**src/rtl/muldiv_pkg.sv**
```systemverilog
// Shared encodings for the HI/LO multiply/divide sequencer.
// Latency: n/a (types and helpers only).
// Backpressure: n/a.
package muldiv_pkg;

  typedef enum logic [1:0] {
    OP_MULT  = 2'b00,
    OP_MULTU = 2'b01,
    OP_DIV   = 2'b10,
    OP_DIVU  = 2'b11
  } op_e;

  typedef enum logic [1:0] {
    S_IDLE = 2'b00,
    S_RUN  = 2'b01,
    S_FIX  = 2'b10,
    S_DONE = 2'b11
  } state_e;

  // op[1] selects divide, op[0] selects unsigned
  function automatic logic op_is_div(input logic [1:0] o);
    return o[1];
  endfunction

  function automatic logic op_is_signed(input logic [1:0] o);
    return ~o[0];
  endfunction

endpackage

```
**src/rtl/muldiv_step.sv**
```systemverilog
// One shift-add (multiply) or restoring shift-subtract (divide) iteration.
// Latency: purely combinational.
// Backpressure: none; the sequencer decides when to register the result.
module muldiv_step #(
  parameter int WIDTH = 32
) (
  input  logic [2*WIDTH-1:0] acc_i,      // mult: {product_hi, product_lo}; div: {rem, quo}
  input  logic [WIDTH-1:0]   operand_i,  // multiplicand or divisor magnitude
  input  logic               bit_i,      // multiplier LSB or next dividend MSB
  input  logic               is_div_i,
  output logic [2*WIDTH-1:0] acc_o
);

  logic [WIDTH:0]   mul_sum;
  logic [WIDTH:0]   rem_sh;
  logic             no_borrow;
  logic [WIDTH-1:0] rem_diff;

  // Sum and trial subtraction are WIDTH+1 bits wide so carry/borrow survive
  always_comb begin
    mul_sum   = {1'b0, acc_i[2*WIDTH-1:WIDTH]} + (bit_i ? {1'b0, operand_i} : '0);
    rem_sh    = {acc_i[2*WIDTH-1:WIDTH], bit_i};
    no_borrow = (rem_sh >= {1'b0, operand_i});
    // when no borrow the true difference is below the divisor, so WIDTH bits hold it
    rem_diff  = rem_sh[WIDTH-1:0] - operand_i;
    if (is_div_i) begin
      if (no_borrow) acc_o = {rem_diff,          acc_i[WIDTH-2:0], 1'b1};
      else           acc_o = {rem_sh[WIDTH-1:0], acc_i[WIDTH-2:0], 1'b0};
    end else begin
      acc_o = {mul_sum, acc_i[WIDTH-1:1]};
    end
  end

endmodule

```
**src/rtl/muldiv_seq.sv**
```systemverilog
// Iterative MULT/MULTU/DIV/DIVU sequencer owning HI/LO; MTHI/MTLO write port.
// Latency: start in cycle 0 -> done in cycle WIDTH+2 (2 for div-by-0 with MULDIV_DIV0_FLAG_EN).
// Backpressure: stall holds EX while busy; start/MT writes only honoured in IDLE/DONE.
module muldiv_seq
  import muldiv_pkg::*;
#(
  parameter int WIDTH = 32,
  parameter int CNT_W = $clog2(WIDTH) + 1
) (
  input  logic             clk,
  input  logic             reset,
  input  logic             start,
  input  logic [1:0]       op,
  input  logic [WIDTH-1:0] a,
  input  logic [WIDTH-1:0] b,
  input  logic             hi_we,
  input  logic             lo_we,
  input  logic [WIDTH-1:0] wdata,
  output logic             busy,
  output logic             stall,
  output logic             done,
  output logic [WIDTH-1:0] hi,
  output logic [WIDTH-1:0] lo
`ifdef MULDIV_DIV0_FLAG_EN
  ,
  output logic             div0
`endif
);

  state_e             state_q, state_d;
  logic [CNT_W-1:0]   cnt_q, cnt_d;
  logic               div_q, div_d;
  logic               negq_q, negq_d;
  logic               negr_q, negr_d;
  logic [WIDTH-1:0]   opnd_q, opnd_d;   // multiplicand (mult) or divisor (div)
  logic [WIDTH-1:0]   sh_q, sh_d;       // multiplier shifting right or dividend shifting left
  logic [2*WIDTH-1:0] acc_q, acc_d;
  logic [WIDTH-1:0]   hi_q, hi_d;
  logic [WIDTH-1:0]   lo_q, lo_d;
  logic               busy_q, busy_d;
  logic               done_q, done_d;
`ifdef MULDIV_DIV0_FLAG_EN
  logic               div0_q, div0_d;
  logic               dz_q, dz_d;       // current op is a short-circuited divide by zero
`endif

  logic [2*WIDTH-1:0] step_acc;
  logic               step_bit;
  logic               can_accept;
  logic               a_neg, b_neg;
  logic [WIDTH-1:0]   a_mag, b_mag;
  logic [2*WIDTH-1:0] prod_fix;

  assign step_bit = div_q ? sh_q[WIDTH-1] : sh_q[0];

  muldiv_step #(.WIDTH(WIDTH)) u_step (
    .acc_i     (acc_q),
    .operand_i (opnd_q),
    .bit_i     (step_bit),
    .is_div_i  (div_q),
    .acc_o     (step_acc)
  );

  // Next-state, operand capture, iteration and HI/LO update
  always_comb begin
    state_d  = state_q;
    cnt_d    = cnt_q;
    div_d    = div_q;
    negq_d   = negq_q;
    negr_d   = negr_q;
    opnd_d   = opnd_q;
    sh_d     = sh_q;
    acc_d    = acc_q;
    hi_d     = hi_q;
    lo_d     = lo_q;
    done_d   = 1'b0;
`ifdef MULDIV_DIV0_FLAG_EN
    div0_d   = 1'b0;
    dz_d     = dz_q;
`endif
    can_accept = (state_q == S_IDLE) || (state_q == S_DONE);

    // |-2^(W-1)| is 2^(W-1), which is exact as an unsigned WIDTH-bit magnitude
    a_neg = op_is_signed(op) & a[WIDTH-1];
    b_neg = op_is_signed(op) & b[WIDTH-1];
    a_mag = a_neg ? (~a + 1'b1) : a;
    b_mag = b_neg ? (~b + 1'b1) : b;
    prod_fix = negq_q ? (~acc_q + 1'b1) : acc_q;

    // MT writes land even alongside a start; the later result overwrites them
    if (can_accept && hi_we) hi_d = wdata;
    if (can_accept && lo_we) lo_d = wdata;

    case (state_q)
      S_IDLE, S_DONE: begin
        state_d = S_IDLE;
        if (start) begin
          state_d = S_RUN;
          cnt_d   = '0;
          div_d   = op_is_div(op);
          negq_d  = a_neg ^ b_neg;
          negr_d  = a_neg;
          opnd_d  = op_is_div(op) ? b_mag : a_mag;
          sh_d    = op_is_div(op) ? a_mag : b_mag;
          acc_d   = '0;
`ifdef MULDIV_DIV0_FLAG_EN
          dz_d    = 1'b0;
          if (op_is_div(op) && (b == '0)) begin
            // preload the final answer and let FIX pass it straight through
            state_d = S_FIX;
            negq_d  = 1'b0;
            negr_d  = 1'b0;
            acc_d   = {a, {WIDTH{1'b1}}};
            dz_d    = 1'b1;
          end
`endif
        end
      end
      S_RUN: begin
        acc_d = step_acc;
        sh_d  = div_q ? (sh_q << 1) : (sh_q >> 1);
        if (cnt_q == CNT_W'(WIDTH - 1)) begin
          cnt_d   = '0;
          state_d = S_FIX;
        end else begin
          cnt_d = cnt_q + 1'b1;
        end
      end
      S_FIX: begin
        state_d = S_DONE;
        done_d  = 1'b1;
        if (div_q) begin
          lo_d = negq_q ? (~acc_q[WIDTH-1:0] + 1'b1) : acc_q[WIDTH-1:0];
          hi_d = negr_q ? (~acc_q[2*WIDTH-1:WIDTH] + 1'b1) : acc_q[2*WIDTH-1:WIDTH];
        end else begin
          lo_d = prod_fix[WIDTH-1:0];
          hi_d = prod_fix[2*WIDTH-1:WIDTH];
        end
`ifdef MULDIV_DIV0_FLAG_EN
        div0_d = dz_q;
`endif
      end
      default: state_d = S_IDLE;
    endcase

    busy_d = (state_d == S_RUN) || (state_d == S_FIX);
  end

  // Single register stage for FSM, datapath and registered outputs
  always_ff @(posedge clk) begin
    if (reset) begin
      state_q <= S_IDLE;
      cnt_q   <= '0;
      div_q   <= 1'b0;
      negq_q  <= 1'b0;
      negr_q  <= 1'b0;
      opnd_q  <= '0;
      sh_q    <= '0;
      acc_q   <= '0;
      hi_q    <= '0;
      lo_q    <= '0;
      busy_q  <= 1'b0;
      done_q  <= 1'b0;
`ifdef MULDIV_DIV0_FLAG_EN
      div0_q  <= 1'b0;
      dz_q    <= 1'b0;
`endif
    end else begin
      state_q <= state_d;
      cnt_q   <= cnt_d;
      div_q   <= div_d;
      negq_q  <= negq_d;
      negr_q  <= negr_d;
      opnd_q  <= opnd_d;
      sh_q    <= sh_d;
      acc_q   <= acc_d;
      hi_q    <= hi_d;
      lo_q    <= lo_d;
      busy_q  <= busy_d;
      done_q  <= done_d;
`ifdef MULDIV_DIV0_FLAG_EN
      div0_q  <= div0_d;
      dz_q    <= dz_d;
`endif
    end
  end

  assign busy  = busy_q;
  assign done  = done_q;
  assign hi    = hi_q;
  assign lo    = lo_q;
  assign stall = busy_q | (start & (state_q == S_IDLE));
`ifdef MULDIV_DIV0_FLAG_EN
  assign div0  = div0_q;
`endif

endmodule

```
**config.mk**
```make
export PLATFORM = sky130hd
export DESIGN_NAME = muldiv_seq
export DESIGN_NICKNAME = d
export VERILOG_FILES = /design/src/rtl/muldiv_pkg.sv /design/src/rtl/muldiv_step.sv /design/src/rtl/muldiv_seq.sv
export SDC_FILE = /design/constraint.sdc
export NUM_CORES = 1
export LEC_CHECK = 0
export ABC_CLOCK_PERIOD_IN_PS = 10800
export BUFFER_PORTS_ARGS = -buffer_cell sky130_fd_sc_hd__buf_2
export CORE_ASPECT_RATIO = 1.1
export CORE_MARGIN = 3
export CORE_UTILIZATION = 45
export CTS_CLUSTER_SIZE = 40
export DETAILED_ROUTE_END_ITERATION = 8
export PLACE_DENSITY = 0.74
export SYNTH_ARGS = -nofsm -noshare
export SYNTH_HDL_FRONTEND = slang
export SYNTH_SLANG_ARGS = --single-unit
```
**constraint.sdc**
```tcl
create_clock -name clk -period 10.8 [get_ports clk]
set_input_delay 1.62 -clock clk [delete_from_list [all_inputs] [get_ports clk]]
set_output_delay 1.62 -clock clk [all_outputs]
set_load 0.005 [all_outputs]
```
==> Word-level counts from Yosys, hierarchy flattened <==
Cells that the tools add are included.
{ "totals": {"reg_bits": 205, "latch_bits": 0, "ram_bits": 0, "rom_bits": 0, "input_bits": 103, "mem_count": 0} }
{ "classes": {"addsub": 8, "n_mul": 0, "div": 0, "n_lt_le_gt_ge": 1, "eq_ne": 7, "n_shift": 0, "muxes": 29, "n_bitwise": 11, "reduce_logical": 11} }
{ "ops": {"columns": ["op", "n"], "rows": [
  ["$mux 32", 15],
  ["$mux 64", 4],
  ["$add 32x1->32 const B", 4],
  ["$not 32->32", 4],
  ["$pmux 64 s2", 1],
  ["$add 64x1->64 const B", 1],
  ["$not 64->64", 1],
  ["$pmux 32 s2", 1],
  ["$add 32x33->33", 1],
  ["$ge 33x32->1", 1],
  ["$sub 32x32->32", 1],
  ["$mux 6", 2],
  ["$pmux 6 s2", 1],
  ["$add 6x1->6 const B", 1],
  ["$eq 2x2->1 const B", 3],
  ["$eq 6x5->1 const B", 1],
  ["$pmux 2 s3", 1],
  ["$reduce_bool 2->1", 3],
  ["$eq 2x1->1 const B", 2],
  ["$reduce_and 2->1", 2],
  ["$and 1x1->1", 3],
  ["$mux 1", 3],
  ["$logic_and 1x1->1", 2],
  ["$logic_not 2->1", 1],
  ["7 further kinds", 8]
]} }

==> Logic depth before layout (Yosys ltp) <==
Gate-level depths: netlist of run 1.
{ "logic_depth": {"depth_word": 6, "mapped_depth": 17, "mapped_depth_nobuf": 15} }

==> Hierarchy <==
A second synthesis of run 1 with hierarchy kept.
{ "hier_totals": {"hier_cells": 2300, "hier_area_um2": 17306.6} }
{ "by_module_without_submodules": {"columns": ["mod", "n_inst", "cells_per_inst", "area_each_um2", "seq_area_each_um2"], "rows": [
  ["muldiv_seq", 1, 1605, 12670.9, 4103.9],
  ["muldiv_step", 1, 695, 4635.7, 0.0]
]} }

==> Least setup slack after synthesis of run 1 <==
OpenSTA, ideal clock, no wires.
{ "synth_timing": {"path_type": "reg2reg", "from": "register div_q", "to": "register acc_q[60]", "setup_time_ps": 122, "arrival_time_ps": 3858, "required_time_ps": 10678, "path_slack_ps": 6821, "stages_incl_launch_ff": 16, "path_buffers": 3, "path_cell_list": "dfxtp_1 > clkbuf_1 > buf_1 > mux2i_1 > clkbuf_1 > ha_1 > fa_1 > nand2b_1 > a21oi_1 > a41oi_1 > o211ai_1 > nand2_1 > o311ai_0 > xor2_1 > mux2_2 > a221o_1"} }
{ "synth_via": {"elab_chain_cells": 5} }
{ "synth_rtl": {"columns": ["element", "line_no", "text"], "rows": [
  ["start: declaration", "muldiv_seq.sv:32", "logic div_q, div_d;"],
  ["start signal: assignment", "muldiv_seq.sv:171", "div_q <= div_d;"],
  ["$mux 1", "muldiv_seq.sv:54", "assign step_bit = div_q ? sh_q[WIDTH-1] : sh_q[0];"],
  ["$mux 32, or another cell as far along", "muldiv_step.sv:21", "mul_sum = {1'b0, acc_i[2*WIDTH-1:WIDTH]} + (bit_i ? {1'b0, operand_i} : '0);"],
  ["$add 32x33->33 / $mux 64 (equally long branches)", "muldiv_step.sv:21, muldiv_step.sv:27", null],
  ["$mux 64 (*)", "muldiv_step.sv:26", "if (is_div_i) begin"],
  ["$pmux 64 s2 (*)", "muldiv_seq.sv:94", "case (state_q)"],
  ["end signal: assignment", "muldiv_seq.sv:159", "acc_q <= '0;"],
  ["end signal: assignment", "muldiv_seq.sv:176", "acc_q <= acc_d;"],
  ["end: declaration", "muldiv_seq.sv:37", "logic [2*WIDTH-1:0] acc_q, acc_d;"]
]} }
Mark *: on every way between the ends. The rest lies on a longest branch, timed or not.
A chain may end at the register's enable or synchronous reset.

==> Worst setup path after layout of run 1 <==
Same ends and word-level chain as after synthesis.

==> impl_metrics.csv, run 1 <==
group,metric,value,unit
synth,synth.distinct_cells,79,
cts,ctsHtreeMaxLevel,1,
critical_path,crit_fanout,57,
placement,routabilityCongestion,0.977,
sta,finalCriticalPeriod,4.59,ns
placement,dpl.hpwl,36900,µm
floorplan,die_w,188,µm
floorplan,initial_core_util,46.0,%
sta,tightest_slew,1.25,ns
route,drc,0,
grt,grt_pass1_wl,79300,µm
synth,synth_top_area_share,25.1,%
floorplan,core_area,35500,µm²
route,drt-total-wl,49500,µm
grt,grt_max_degree,107,
power,ir_drop,0.0991,mV
synth,syn-num-nets,2331,
hold_path,hp-class,"reg2reg",
grt,antenna_found_initial,0,
sta,maxSlewViolCount,0,
synth,ys_warn_count,0,
critical_path,critPathKind,"reg2reg",
synth,syn_area,16300,µm²
power,p_leak,7.37,nW
cts,cts_tree,"built",
power,p_total,2.11,mW
cts,ctsResizeCount,0,
sta,fmax,218,MHz
synth,synthMostInstantiatedCell,"nand2_1",
route,wire_per_inst,18.2,µm
route,vias_per_cell,5.93,
floorplan,rows,72,
critical_path,cp.required,11.22,ns
critical_path,start_kind,"register",
run_status,status,"finished clean",
sta,finalSetupTns,0,ns
synth,synthFlopType,"dfxtp_1",
sta,finalSetupViolations,0,
finish,drive_gt1_share,14.1,%
finish,nets,2401,
route,drtPass1Iterations,5,
synth,synthTopCellsByArea,"dfxtp_1 (25%), a211oi_1 (6.8%), ha_1 (5.6%)",
critical_path,cp-end-kind,"register",
sta,final_hold_viol_count,0,
sta,fin_crit_sh,42.5,%
synth,synth-seq-cells,205,
synth,synth_edf_count,0,
cts,insertion_delay,0.55,ns
cts,clock_sinks,205,
cts,cts_buffers,23,
placement,placed_area,17400,µm²
grt,grt_overflow,0,
job,maxCapViolCount,0,
cts,cts_hold_buf,0,
critical_path,slowest_stage,"dfxtp_4",
sta,slew_headroom,16.1,%
sta,rsz0062_at_grt,"no",
synth,synth_top_cell_by_area,"dfxtp_1",
critical_path,cp.arrival,5.01,ns
synth,synth-seq-area-share,25.1,%
cts,clk_pin_slew,0.07,ns
critical_path,cp.buffers_inverters,2,
finish,antenna_cells,0,
route,drtAntennaViolNets,0,
finish,syn2layout_area_growth,11.7,%
cts,root_buffer,"clkbuf_16",
cts,post_cts_buffers,0,
grt,grt_pass1_vias,15200,
synth,syn_inst,2153,
cts,cts_buffer_depth,3,
synth,synth_common_cells,"nand2_1 (211), dfxtp_1 (205), nor2_1 (197)",
synth,syn_area_per_cell,7.58,µm²
placement,portBuffers,169,
floorplan,die_area,38600,µm²
power,cellPowerDensity,116,nW/µm²
route,vias,16100,
critical_path,crit_chain,"mux2i_2 -> buf_4 -> ha_1 -> nor2b_1 -> o2111ai_1 -> a21oi_1 -> a211oi_2 -> a21oi_1 -> a31o_2 -> o21ai_4 -> buf_4 -> mux2_2 -> a221o_1",
sta,finClkSkew,0.0369,ns
critical_path,path_delay_family,"compound AO/OA/AOI/OAI gates",
route,initialDrtViolationCount,1250,
finish,design_area,18200,µm²
floorplan,pin_count,170,
synth,async_flop_share,0,%
floorplan,die_y,206,µm
critical_path,slowest_delay,0.80,ns
grt,grt_use_total,24.5,%
## worst paths after layout
path / slack, ns / depth (start not counted) / endpoint / start
worst max register to register: 6.21 / 13 / acc_q[60]$_SDFFE_PP0P_ / div_q$_SDFFE_PP0P_
worst min register to register: 0.45 / 2 / opnd_q[30]$_SDFFE_PP0P_ / opnd_q[30]$_SDFFE_PP0P_
worst min-delay path: 0.45 / 2 / opnd_q[30]$_SDFFE_PP0P_ / opnd_q[30]$_SDFFE_PP0P_
worst max-delay path: 6.21 / 13 / acc_q[60]$_SDFFE_PP0P_ / div_q$_SDFFE_PP0P_
## sequential cells by signal, summed over array words and instances (netlist names), 2 cells and up
register,flops
opnd_q,32
state_q,2
cnt_q,6
sh_q,32
acc_q,64
lo,32
hi,32
## routing by layer
metal  vias to the layer above  part of all wire [%]  global-route usage [%]
met5                         -                     0                       0
met4                         0                   4.0                    9.92
met3                        93                   6.3                    3.31
met2                       585                    46                    40.3
met1                      7504                    44                    32.6
li1                       7948                     -                       -
## cells in the final DEF, fill, tap and decap left out, drive strengths merged, types with 5 or more instances in the layout
cell and count:
nor3 65, o211ai 34, clkbuf 25, xnor2 90, a311oi 13, nand2 211
or4 12, buf 188, a22oi 18, a32oi 5, a211oi 148, a31oi 23
inv 65, nor2b 75, nor4 15, and2 15, and3 10, o21ai 117
o21a 11, nand3b 6, nor2 197, dfxtp 205, or3 14, mux2 46
nand4 10, nand3 58, o31ai 24, xor2 81, or2 12, a21o 28
nor3b 8, mux2i 67, o41ai 12, ha 73, a21oi 167, clkinv 9
nand2b 23
## kinds of logic (layout without fill, tap and decap cells)
| kind of cell | Yosys count | after routing | share of synthesized area [%] |
|---|---|---|---|
| compound gates | 640 | 640 | 25.6 |
| fa+ha+maj | 75 | 75 | 5.84 |
| flops | 205 | 205 | 25.1 |
| xor+xnor | 171 | 171 | 9.18 |
| simple gates | 742 | 742 | 22.0 |
| mux | 113 | 113 | 7.28 |
| buf+inv | 207 | 294 | 4.96 |
## worst min-delay path, delay by kind of cell, from the launching register on
| kind | cells | cell delay [ns] |
|---|---|---|
| AO/OA/AOI/OAI | 1 | 0.05 |
| flip-flops | 1 | 0.30 |
| AND/OR/NAND/NOR | 1 | 0.05 |
## per-stage QoR
| stage | utilization [%] | hold slack [ns] | setup WS [ns] | instances |
|---|---|---|---|---|
| after floorplan | - | 0.432 | 6.82 | 2153 |
| after CTS | 51.4 | 0.452 | 6.25 | 2721 |
| after global routing | 51.4 | 0.463 | 6.03 | 2721 |
| after global placement | 49.1 | 0.439 | 6.28 | 2679 |
| after detailed placement | 49.1 | 0.446 | 6.26 | 2679 |
| final | 51.4 | 0.450 | 6.21 | 2721 |
## power by group
group	total (mW)	switching, mW	internal [mW]
registers	0.826	0.0313	0.795
clock network	0.849	0.350	0.499
logic	0.436	0.264	0.172
## area by class of cell
cell class / count / area [µm²]
Clock buffer: 25 / 593
Clock inverter: 17 / 219
Fill cell: 3551 / 17300
Inverter: 64 / 240
Multi-Input combinational cell: 1741 / 11500
Sequential cell: 205 / 4110
Tap cell: 481 / 602
Timing Repair Buffer: 188 / 991
Power figures use the tool's default switching activity.
==> run 2, diff against run 1 <==
ABC_AREA = 1   (was default)
ABC_CLOCK_PERIOD_IN_PS = 3930   (was 10800)
PLACE_DENSITY = 0.76   (was 0.74)
clock period = 3.93 ns   (was 10.8 ns; I/O delays follow)
==> run 2 against run 1 <==
Compared with the run above: clock-buffer cell count rose by 5; non-clock buffer count rose by 33; synthesized area rose by 16%; maximum frequency grew 38%.
==> impl_metrics.csv, run 2 <==
group,metric,value,unit
grt,grt_pass1_wl,116000,µm
critical_path,cp-end-kind,"register",
sta,finalSetupViolations,0,
floorplan,die_area,44500,µm²
route,initialDrtViolationCount,2428,
critical_path,critPathKind,"reg2reg",
critical_path,crit_fanout,21,
floorplan,die_w,201,µm
synth,async_flop_share,0,%
route,drc,0,
cts,clk_pin_slew,0.06,ns
critical_path,cp.arrival,3.80,ns
synth,synth.distinct_cells,49,
finish,nets,3659,
floorplan,rows,78,
sta,tightest_slew,0.881,ns
cts,insertion_delay,0.56,ns
synth,syn-num-nets,3544,
power,cellPowerDensity,317,nW/µm²
route,vias,22400,
route,vias_per_cell,5.53,
critical_path,timing.rr.start,"state_q[0]$_SDFF_PP0_",
sta,final_hold_viol_count,0,
sta,finalSetupTns,0,ns
grt,grt_pass1_vias,20400,
cts,cts_tree,"built",
finish,final_common_cell,"nand2_1",
cts,cts_buffer_depth,3,
cts,ctsHtreeMaxLevel,1,
cts,cts_hold_buf,0,
floorplan,die_y,221,µm
grt,grt_max_degree,69,
placement,dpl.hpwl,60200,µm
route,drt-total-wl,76200,µm
finish,antenna_cells,0,
route,wire_per_inst,18.8,µm
synth,synth_top_area_share,21.7,%
critical_path,cp-startpoint,"state_q[0]$_SDFF_PP0_",
placement,portBuffers,169,
floorplan,core_area,41400,µm²
synth,synthTopCellsByArea,"dfxtp_1 (22%), nand2_1 (20%), o21ai_0 (8.3%)",
sta,finalCriticalPeriod,3.33,ns
grt,antenna_found_initial,0,
cts,post_cts_buffers,0,
synth,ys_warn_count,0,
sta,fin_crit_sh,84.7,%
finish,drive_gt1_share,9.17,%
run_status,status,"finished clean",
synth,synth_edf_count,0,
cts,cts_buffers,24,
sta,fmax,301,MHz
cts,clock_sinks,205,
synth,synthMostInstantiatedCell,"nand2_1",
sta,slew_headroom,41.3,%
power,p_total,6.75,mW
finish,top_register,"acc_q",
grt,grt_overflow,0,
sta,maxSlewViolCount,0,
finish,syn2layout_area_growth,12.3,%
job,maxCapViolCount,0,
synth,synthFlopType,"dfxtp_1",
power,p_leak,10.5,nW
power,ir_drop,0.212,mV
critical_path,cp.required,4.41,ns
placement,routabilityCongestion,1.04,
grt,grt_use_total,32.6,%
synth,syn_area_per_cell,5.62,µm²
synth,syn_inst,3366,
sta,rsz0062_at_grt,"no",
floorplan,pin_count,170,
synth,synth-seq-cells,205,
hold_path,hp-class,"in2reg",
synth,syn_area,18900,µm²
sta,finClkSkew,0.0118,ns
synth,synth-seq-area-share,21.7,%
floorplan,initial_core_util,45.7,%
route,drtPass1Iterations,6,
finish,layout_common_cells,"nand2_1 (1024), inv_1 (412), nor2_1 (356)",
finish,largest_register_ffs,64,
cts,root_buffer,"clkbuf_16",
hold_path,hp-start,"b[0]",
synth,synth_top_cell_by_area,"dfxtp_1",
cts,ctsResizeCount,0,
sta,whs,0.381,ns
route,drtAntennaViolNets,0,
critical_path,start_kind,"register",
critical_path,reg2reg_setup_slack,0.60,ns
synth,synth_common_cells,"nand2_1 (1024), inv_1 (412), nor2_1 (359)",
[run 2: cell types whose count changed in the layout (fill, tap and decap cells not counted), sizes merged, moves of 33 or more]
cell | before | now
nand2 | 211 | 1034
buf | 188 | 221
xnor2 | 90 | 22
nand3 | 58 | 246
mux2i | 67 | 0
nor2 | 197 | 370
mux2 | 46 | 0
o21ai | 117 | 332
nor2b | 75 | 0
a211oi | 148 | 2
inv | 65 | 429
a21oi | 167 | 217
[run 2: report_power, final]
group / internal (mW) / switching, mW
Sequential: 2.19 / 0.0761
Combinational: 0.587 / 1.34
Clock: 1.57 / 0.992
[run 2: worst max-delay path, cell delays in order, from the launching register on]
cell and delay, ns:
dfxtp_1 0.38, inv_1 0.08, ha_1 0.32, inv_1 0.22
nand2_1 0.18, buf_4 0.24, inv_1 0.13, nor2_4 0.06
nor2_4 0.48, inv_1 0.41, a21oi_1 0.30, o21ai_0 0.26
a21oi_1 0.19
[run 2: area by class of cell]
| type | instances | area [µm²] |
|---|---|---|
| fillers | 4498 | 20100 |
| multi-input cells | 2599 | 12700 |
| flip-flops and latches | 205 | 4110 |
| clock buffers | 30 | 643 |
| clock inverters | 14 | 246 |
| well taps | 560 | 701 |
| repair buffers | 221 | 1250 |
| inverters | 430 | 1620 |
[run 2: worst paths after layout]
path,end,cells after the start
max,acc_q[0]$_SDFFE_PP0P_,12
min,opnd_q[0]$_SDFFE_PP0P_,3
max reg2reg,acc_q[0]$_SDFFE_PP0P_,12
min reg2reg,acc_q[11]$_SDFFE_PP0P_,2
[run 2: kinds of logic after synthesis]
family,synth area share [%]
buffers and inverters,11.3
DFF,21.7
xor gates and xnor gates,4.58
adders and majority gates,5.04
and+or+nand+nor,39.1
AOI/OAI and AO/OA,18.3
[run 2: routing by layer]
layer,share of wire [%],track usage (%),routed length [µm],vias up
met1,42,43.5,31800,9987
met2,42,50.4,32300,1145
met3,9.0,4.84,6850,206
li1,-,-,-,11100
met4,6.8,18.5,5200,0
met5,0,0,0,-
[run 2: metrics by stage]
step | utilization, % | std cells | instance area [µm²] | worst slack [ns]
finish | 51.4 | 4059 | 21300 | 0.602
global route | 51.4 | 4059 | 21300 | 0.443
CTS | 51.4 | 4059 | 21300 | 0.669
detailed placement | 49.2 | 4015 | 20400 | 0.691
global placement | 49.2 | 4015 | 20400 | 0.555
floorplan | - | 3366 | 18900 | 0.941
==> run 3, diff against run 2 <==
ABC_CLOCK_PERIOD_IN_PS = 3450   (was 3930)
PLACE_DENSITY = 0.73   (was 0.76)
clock period = 3.45 ns   (was 3.93 ns; I/O delays follow)
==> run 3 against run 2 <==
Compared with the run above: setup slack worse by 0.52 ns; clock skew about the same; first-iteration DRC count down 2.1%; largest power group unchanged; register-to-register slack worse by 0.52 ns; maximum frequency down 1.2%; sequential cell count unchanged; die area unchanged; non-clock buffer count up 15; via count about the same; global-route usage up 0.17 points; power up 9.9%.
==> impl_metrics.csv, run 3 (synthesized netlist as in run 2, its figures left out) <==
group,metric,value,unit
run_status,status,"finished clean",
floorplan,die_w,201,µm
floorplan,core_area,41400,µm²
placement,portBuffers,169,
route,vias_per_cell,5.50,
sta,finalCriticalPeriod,3.37,ns
grt,grt_max_degree,93,
route,initialDrtViolationCount,2378,
cts,ctsHtreeMaxLevel,1,
finish,largest_register_ffs,64,
placement,routabilityCongestion,1.05,
hold_path,hp-class,"in2reg",
route,vias,22400,
power,cellPowerDensity,348,nW/µm²
finish,drive_gt1_share,9.54,%
finish,top_register,"acc_q",
cts,clk_pin_slew,0.06,ns
cts,cts_buffers,24,
cts,cts_buffer_depth,3,
power,p_leak,10.5,nW
grt,grt_pass1_vias,20500,
critical_path,start_kind,"register",
critical_path,crit_fanout,14,
route,drc,0,
critical_path,reg2reg_setup_slack,0.08,ns
placement,dpl.hpwl,60600,µm
grt,grt_use_total,32.8,%
cts,clock_sinks,205,
job,maxCapViolCount,0,
grt,grt_overflow,0,
cts,cts_tree,"built",
critical_path,cp-end-kind,"register",
critical_path,cp.required,3.93,ns
hold_path,hold_path_depth,3,
power,ir_drop,0.347,mV
sta,maxSlewViolCount,0,
sta,fmax,297,MHz
route,drtAntennaViolNets,0,
critical_path,cp.arrival,3.85,ns
sta,final_hold_viol_count,0,
floorplan,pin_count,170,
critical_path,critPathKind,"reg2reg",
floorplan,die_area,44500,µm²
cts,root_buffer,"clkbuf_16",
sta,whs,0.261,ns
critical_path,rr_worst_depth,18,
cts,post_cts_buffers,0,
floorplan,rows,78,
sta,tightest_slew,0.912,ns
grt,grt_pass1_wl,117000,µm
sta,slew_headroom,39.2,%
finish,final_common_cell,"nand2_1",
route,wire_per_inst,18.8,µm
floorplan,initial_core_util,45.7,%
route,drtPass1Iterations,6,
cts,insertion_delay,0.56,ns
sta,finClkSkew,0.0114,ns
floorplan,die_y,221,µm
finish,layout_common_cells,"nand2_1 (1024), inv_1 (412), nor2_1 (356)",
grt,antenna_found_initial,0,
finish,fill_cells,4597,
cts,cts_hold_buf,0,
route,drt-total-wl,76400,µm
power,p_total,7.41,mW
sta,finalSetupViolations,0,
sta,finalSetupTns,0,ns
sta,fin_crit_sh,97.6,%
sta,rsz0062_at_grt,"no",
cts,ctsResizeCount,0,
finish,nets,3674,
finish,syn2layout_area_growth,12.5,%
[run 3: critical path, cell delays in order, from the launching register on]
cell     delay (ns)
dfxtp_4        0.36
inv_2          0.03
or2_2          0.27
o21ai_2        0.21
buf_4          0.30
nor2_1         0.06
ha_1           0.38
nand2_1        0.13
inv_1          0.08
nand2_1        0.11
nor3_1         0.55
nand4_1        0.22
nand3_1        0.15
nand2_1        0.05
nand3_1        0.07
nand2_1        0.05
inv_1          0.06
nand3_1        0.06
a21oi_1        0.12
[run 3: path summary, 6_finish.rpt]
check / endpoint / startpoint
worst max-delay path: acc_q[49]$_SDFFE_PP0P_ / div_q$_SDFFE_PP0P_
worst min-delay path: opnd_q[0]$_SDFFE_PP0P_ / a[0]
worst max register to register: acc_q[49]$_SDFFE_PP0P_ / div_q$_SDFFE_PP0P_
worst min register to register: acc_q[11]$_SDFFE_PP0P_ / acc_q[11]$_SDFFE_PP0P_
[run 3: layer usage]
layer	up-vias	part of all wire, %	track usage (%)
met3	250	7.9	4.35
met2	1087	44	52.6
met1	9956	40	41.4
met4	0	7.7	21.3
li1	11100	-	-
met5	-	0	0
[run 3: area by class of cell]
type / instances / area, µm² / area share, %
clock buffers: 33 / 684 / 3.22
diodes: 1 / 2.50 / 0.0118
multi-input cells: 2599 / 12700 / 59.6
well taps: 560 / 701 / 3.29
flip-flops and latches: 205 / 4110 / 19.3
repair buffers: 236 / 1360 / 6.41
inverters: 430 / 1620 / 7.59
clock inverters: 10 / 116 / 0.547
[run 3: power breakdown]
group	switching [mW]	leakage [nW]	internal, mW
Combinational	1.51	8.41	0.675
Sequential	0.0820	1.68	2.49
Clock	1.12	0.391	1.54
Total	2.71	10.5	4.70
[run 3: through the flow]
stage | instance area (µm²) | cells | utilization, % | worst slack (ns)
final | 21300 | 4074 | 51.4 | 0.0811
after global routing | 21300 | 4073 | 51.4 | 0.00558
after detailed placement | 20500 | 4030 | 49.5 | 0.285
after CTS | 21300 | 4073 | 51.4 | 0.249
after floorplan | 18900 | 3366 | - | 0.461
after global placement | 20500 | 4030 | 49.5 | 0.247
